`src/rtl/morph_window_unit.sv`:
```
// Sequential morphology kernel: reduces one captured window of WIN pixels to a single
// result pixel using binary erode/dilate (with early exit) or grayscale min/max.
module morph_window_unit #(
  parameter int DATA_W = 8,
  parameter int WIN    = 9
) (
  input  logic                  clk_i,
  input  logic                  rst_i,
  input  logic                  en_i,
  input  logic                  valid_i,
  output logic                  ready_o,
  input  logic [1:0]            mode_i,
  input  logic [WIN*DATA_W-1:0] pix_i,
  output logic [DATA_W-1:0]     veri_o,
  output logic                  valid_o,
  output logic                  busy_o
);

  localparam int IDX_W = (WIN > 1) ? $clog2(WIN) : 1;
  localparam logic [DATA_W-1:0] ONES = '1;
  localparam logic [IDX_W-1:0]  LAST_IDX = IDX_W'(WIN - 1);

  typedef enum logic {S_IDLE, S_SCAN} state_t;

  state_t                  r_state;
  state_t                  w_state_next;
  logic [WIN*DATA_W-1:0]   r_win;
  logic [1:0]              r_mode;
  logic [IDX_W-1:0]        r_idx;
  logic [DATA_W-1:0]       r_acc;
  logic [DATA_W-1:0]       r_veri;
  logic                    r_valid;

  logic [DATA_W-1:0]       w_pix_arr [WIN];
  logic [DATA_W-1:0]       w_pix;
  logic [DATA_W-1:0]       w_min;
  logic [DATA_W-1:0]       w_max;
  logic [DATA_W-1:0]       w_result;
  logic                    w_last;
  logic                    w_finish;
  logic                    w_ready;

  for (genvar gi = 0; gi < WIN; gi++) begin : g_unpack
    assign w_pix_arr[gi] = r_win[gi*DATA_W +: DATA_W];
  end

  assign w_pix   = w_pix_arr[r_idx];
  assign w_min   = (w_pix < r_acc) ? w_pix : r_acc;
  assign w_max   = (w_pix > r_acc) ? w_pix : r_acc;
  assign w_last  = (r_idx == LAST_IDX);
  assign w_ready = en_i && (r_state == S_IDLE);

  assign ready_o = w_ready;
  assign veri_o  = r_veri;
  assign valid_o = r_valid;
  assign busy_o  = (r_state == S_SCAN);

  // Binary modes stop at the first deciding pixel; gray modes always run to the end.
  always_comb begin
    w_finish = 1'b0;
    w_result = '0;
    case (r_mode)
      2'd0: begin
        if (w_pix == '0) begin
          w_finish = 1'b1;
        end else if (w_last) begin
          w_finish = 1'b1;
          w_result = ONES;
        end
      end
      2'd1: begin
        if (w_pix != '0) begin
          w_finish = 1'b1;
          w_result = ONES;
        end else if (w_last) begin
          w_finish = 1'b1;
        end
      end
      2'd2: begin
        w_finish = w_last;
        w_result = w_min;
      end
      default: begin
        w_finish = w_last;
        w_result = w_max;
      end
    endcase
  end

  always_comb begin
    w_state_next = r_state;
    case (r_state)
      S_IDLE:  if (valid_i && w_ready) w_state_next = S_SCAN;
      S_SCAN:  if (w_finish) w_state_next = S_IDLE;
      default: w_state_next = S_IDLE;
    endcase
    if (!en_i) w_state_next = S_IDLE;
  end

  always_ff @(posedge clk_i) begin
    if (rst_i) r_state <= S_IDLE;
    else       r_state <= w_state_next;
  end

  always_ff @(posedge clk_i) begin
    if (rst_i) begin
      r_win   <= '0;
      r_mode  <= '0;
      r_acc   <= '0;
      r_idx   <= '0;
      r_veri  <= '0;
      r_valid <= 1'b0;
    end else if (!en_i) begin
      r_idx   <= '0;
      r_veri  <= '0;
      r_valid <= 1'b0;
    end else begin
      r_valid <= 1'b0;
      if (r_state == S_IDLE) begin
        if (valid_i) begin
          r_win  <= pix_i;
          r_mode <= mode_i;
          r_idx  <= '0;
          r_acc  <= (mode_i == 2'd2) ? ONES : '0;
        end
      end else begin
        r_acc <= (r_mode == 2'd2) ? w_min : w_max;
        if (w_finish) begin
          r_veri  <= w_result;
          r_valid <= 1'b1;
        end else begin
          r_idx <= r_idx + 1'b1;
        end
      end
    end
  end

endmodule
```
`config.mk`:
```
export PLATFORM = sky130hd
export DESIGN_NAME = morph_window_unit
export DESIGN_NICKNAME = d
export VERILOG_FILES = /design/src/rtl/morph_window_unit.sv
export SDC_FILE = /design/constraint.sdc
export NUM_CORES = 1
export LEC_CHECK = 0
export CELL_PAD_IN_SITES_DETAIL_PLACEMENT = 1
export CELL_PAD_IN_SITES_GLOBAL_PLACEMENT = 1
export CORE_MARGIN = 3
export CORE_UTILIZATION = 42
export DETAILED_ROUTE_END_ITERATION = 7
export PLACE_DENSITY_LB_ADDON = 0.1
export SLEW_MARGIN = 10
export SYNTH_ARGS = -nofsm -noshare
export SYNTH_HDL_FRONTEND = slang
export SYNTH_SLANG_ARGS = --single-unit
```
`constraint.sdc`:
```
create_clock -name clk_i -period 4.9 [get_ports clk_i]
set_input_delay 0.735 -clock clk_i [delete_from_list [all_inputs] [get_ports clk_i]]
set_output_delay 0.735 -clock clk_i [all_outputs]
set_load 0.02 [all_outputs]
```
; Word-level counts from Yosys, hierarchy flattened
; Cells that the tools add are included.
[op_classes]
add_sub_neg = 1
magnitude_cmp = 3
n_eq_ne = 5
muxes = 24
bitwise = 3
reduce_logical = 12
[ops]
columns = op, count
row1 = two-way mux 8 bit, 11
row2 = binary-select mux 8 bit (select 4 bit), 1
row3 = one-hot mux 8 bit (3 select lines), 1
row4 = two-way mux 4 bit, 3
row5 = > comparator 8 bit, 1
row6 = logical NOT 8 bit, 1
row7 = less-than comparator 8 bit, 1
row8 = nonzero test 8 bit, 1
row9 = two-way mux 1 bit, 6
row10 = AND reduction 2 bit, 3
row11 = >= comparator 5 bit (second input constant), 1
row12 = inverter 4 -> 5 bit, 1
row13 = adder 4 x 1 -> 4 bit (second input constant), 1
row14 = == test 2 bit (second input constant), 2
row15 = == test 4 bit (second input constant), 1
row16 = one-hot mux 1 bit (2 select lines), 2
row17 = AND reduction 3 bit, 1
row18 = OR reduction 3 bit, 1
row19 = == test 2 x 1 -> 1 bit (second input constant), 1
row20 = logical AND 1 bit, 2
row21 = logical NOT 2 bit, 1
row22 = inequality test 2 bit (second input constant), 1
row23 = inverter 1 bit, 2
row24 = nonzero test 2 bit, 1
row25 = OR reduction 2 bit, 1
[word_totals]
reg_bits = 96
out_inout_bits = 11

; Logic depth before layout (Yosys ltp)
[logic_depth]
word_depth = 9
ltp_mapped = 15
mapped_depth_nobuf = 11

; Worst setup path before layout
; No wires, ideal clock.
[synth_path]
path_kind = reg2reg
start = register r_idx[1]
end = register r_acc[1]
t_arrival_ns = 3.047
required_ns = 4.781
setup_slack_ns = 1.734
path_stages_with_launch = 13
synth_period_minus_slack_ns = 3.166
path_cell_list = dfxtp_1 > buf_6 > mux4_2 > nor2_2 > o31ai_4 > ha_1 > a21oi_1 > o221ai_1 > a211oi_2 > a21oi_1 > nand2b_1 > buf_2 > o221a_2
[synth_via]
elab_chain_cells = 8
word_cells_on_any_way = 10
classes_between = order compare: 2 / mux: 7 / bitwise: 1
[synth_rtl]
columns = element, line_no
row1 = start: declaration, 29  ; logic [IDX_W-1:0] r_idx;
row2 = start signal: assignment, 132  ; r_idx <= r_idx + 1'b1;
row3 = inverter 4 -> 5 bit (not written as such) *, 47  ; assign w_pix = w_pix_arr[r_idx];
row4 = binary-select mux 8 bit (select 4 bit) *, 47
row5 = two-way mux 8 bit (not written as such) * (2 in a row), 47
row6 = > comparator 8 bit / less-than comparator 8 bit (equally long branches), "49, 48"
row7 = two-way mux 8 bit (on tied branches), "49, 48"
row8 = two-way mux 8 bit *, 127  ; r_acc <= (r_mode == 2'd2) ? w_min : w_max;
row9 = two-way mux 8 bit *, 119  ; if (r_state == S_IDLE) begin
row10 = end signal: assignment, 124  ; r_acc <= (mode_i == 2'd2) ? ONES : '0;
row11 = end signal: assignment, 127
row12 = end: declaration, 30  ; logic [DATA_W-1:0] r_acc;
; Mark *: on every way between the ends. The rest lies on a longest branch, timed or not. The select of a mux whose other input is x is not followed.
; A chain may end at the register's enable or synchronous reset.

; Final worst setup path
[layout_path]
start = register r_idx[0]
end = register r_acc[6]
; Same word-level chain as after synthesis.

==> run metrics <==
status finished, final reports clean; arrival time worst endpoint 4.38 ns; fin nets 700; Hold WC Path Type flip-flop to flip-flop; # clock sinks 96; crit end category flip-flop; TritonRoute pass-1 iters 4; worst setup path endpoint r_acc[6]; post-synthesis async set-or-reset flop share 0%; flip-flop and latch count after synthesis 96; crit path from r_idx[0]; max-slew violation count 0; TNS Setup 0 ns; Post-synth EDFFs 0; CTS tree built; via-per-instance ratio 5.36; clock power share 30.7%; cells along the critical path buf_4 -> mux2_2 -> o22ai_1 -> o31ai_2 -> ha_1 -> and4_1 -> nor2b_1 -> a22o_1 -> a21oi_1 -> nand2b_1 -> o221a_2; clk_lat worst skew 0.37 ns; Leak Pwr 0.00206 uW; Sw Ratio 28.1%; sequential share of power 51.8%; layout cells sized above 1 12.8%; Comb pwr share 17.4%; fin crit share 84.1%; vias in the first global route 4,255; dominant cell type by area after synthesis dfxtp_1; RSZ-0062 raised after global routing false; port bufs 88; DRC Markers 0; Psw 458 uW; Power Internal 1170 uW; first-pass GRT wire length 21.8 mm; ys flop type dfxtp_1; routing usage on met1 28.2%; crit path time final 4.12 ns; Synth top area share 40.8%; clock skew 0.00874 ns; busiest metal layer after global routing met2; Die H 112 microns; DRT antenna net count 0; GR Layer Usage met3 3.86%; worst flop-to-flop path startpoint r_idx[0]; fmax 0.243 GHz; Initial Util 43.2%; H-tree depth 3; crit path max fanout 17; Tot GR Track Use 21.6%; total power 1630 uW; Max-cap violations 0; Chip Width 112 microns; largest net degree at the start of global routing 77; Worst R2R Setup Slack 0.78 ns; core area 0.0109 sq mm; setup violators final 0; routed via count 4,054; met2 global-route usage 36.0%; Setup Crit Path Kind flip-flop to flip-flop; clk slew on worst S/H paths 0.09 ns; capturing point of the worst reg2reg path r_acc[6]; Final Hold Viols 0; crit path max-delay cell type dfxtp_1; initial DRC count 182; Post-Syn Nets 632; mapped cell area 0.00471 sq mm; initial antenna violation count 0; Synth Instances 543; CTS buffer count 9; Slew @ Worst Pin 0.826 ns; Boundary Pins 89; root buffer cell clkbuf_8; n_diodes 0; synthesized area per cell 8.67 sq um; clk buf depth 2; Peak VDD IR 153 uV; Routability Congestion 0.829; PD cells 280 mW/mm^2; postcts setup bufs 0; post-CTS sizing 0; total grt overflow 0; post-synth cell types 52; Crit path depth 11; Setup crit start kind flip-flop; register area share after synthesis 40.8%; Routed WL 13.3 mm; worst path bufs/invs 1; area delta synth->final 23.5%; max_slew headroom 44.9%; worst endpoint required time 5.16 ns; cts-stage hold buffer count 0; synth top area cells dfxtp_1, nand2_1, a21oi_1; row count 38; synth warn 0; Worst path top cell family by delay compound AO/OA/AOI/OAI gates; DP HPWL 9.60 mm; Die ar. 0.0125 sq mm; Routed WL per cell 17.5 microns; worst-case reg-to-reg path depth 11; CP peak stage delay 0.67 ns
[cell type report]
type                            instances  area [sq um]
Fill cell                            1309          5070
Multi-Input combinational cell        396          2550
Sequential cell                        96          1920
Timing Repair Buffer                   93           913
Tap cell                              140           175
Clock buffer                           11           151
Inverter                               15          56.3
Clock inverter                          5          41.3
[metrics by stage]
step	area [sq um]	instances	setup slack, ns	util (%)	hold WS [ns]
floorplan	4710	543	1.73	-	0.432
global placement	5620	740	0.907	51.6	0.439
detailed placement	5620	740	0.776	51.6	0.444
CTS	5810	756	0.759	53.4	0.458
global route	5810	756	0.513	53.4	0.480
finish	5810	756	0.779	53.4	0.456
[worst register-to-register path, cell delays in order (launching register included)]
cell      delay [ns]
dfxtp_1         0.67
buf_4           0.38
mux2_2          0.40
o22ai_1         0.23
o31ai_2         0.18
ha_1            0.39
and4_1          0.28
nor2b_1         0.15
a22o_1          0.50
a21oi_1         0.20
nand2b_1        0.32
o221a_2         0.32
[cells in the final DEF (no fill, tap or decap), types with 2 or more instances in the layout]
cell / n
clkinvlp_4: 2
o21ai_0: 4
o22ai_1: 8
a21oi_1: 91
mux4_2: 5
nor2_1: 10
dfxtp_1: 96
mux2_2: 15
nand2b_1: 3
nor3_1: 2
a221oi_1: 8
clkdlybuf4s50_1: 87
and2_1: 9
o221a_2: 8
inv_1: 15
nor2_2: 2
o31ai_2: 4
o31ai_4: 4
buf_4: 5
a2bb2oi_2: 8
o21ba_2: 2
ha_1: 11
mux2i_1: 9
nand2_1: 161
clkinv_4: 3
and4_1: 2
o21a_1: 2
nor2b_1: 3
clkbuf_8: 11
mux4_1: 3
[worst min-delay path by stage]
stage                         start        end  slack, ns  cells after the start
after floorplan           r_win[19]  r_win[19]       0.43                      2
after global placement    r_win[60]  r_win[60]       0.44                      2
after detailed placement   r_win[6]   r_win[6]       0.44                      2
after CTS                  r_win[6]   r_win[6]       0.46                      2
after global routing      r_win[39]  r_win[39]       0.48                      2
final                      r_win[6]   r_win[6]       0.46                      2
[cells by family after synthesis]
group	Yosys count	share of synthesized area, %
adder cells (fa/ha/maj)	11	2.92
AND/OR/NAND/NOR	203	18.8
multiplexers	33	9.81
buffers and inverters	51	5.00
AO/OA/AOI/OAI	149	22.7
flip-flops	96	40.8
[layer usage]
layer	vias to the layer above	part of all wire, %
met2	69	48
met4	0	1.3
li1	2020	-
met5	-	0
met1	1952	47
met3	13	3.0
[sequential cells by signal (all words and copies together) (netlist names)]
register and count:
r_acc 8, r_win 72, r_mode 2, r_idx 4
busy_o 1, valid_o 1, veri_o 8
[power by group through the flow]
stage | logic, uW | clock network, uW | registers [uW]
after floorplan | 178 | 0 | 849
after detailed placement | 285 | 0 | 862
final | 284 | 500 | 844
after CTS | 285 | 516 | 844
after global routing | 314 | 547 | 848
after global placement | 274 | 0 | 860
[cells in the mapped netlist, types with 3 or more instances]
master and count:
buf_6 3, dfxtp_1 96, clkbuf_1 25, a221oi_1 8
a2bb2oi_2 8, mux2_2 15, ha_1 11, mux4_1 3
and2_1 10, nand2b_1 3, nand2_1 162, o221a_2 8
mux4_2 5, inv_1 15, nor2_1 10, mux2i_1 9
o21ai_0 4, a21oi_1 91, o22ai_1 8, nor2b_1 3
o31ai_2 4, o31ai_4 4
Power figures use the tool's default switching activity.
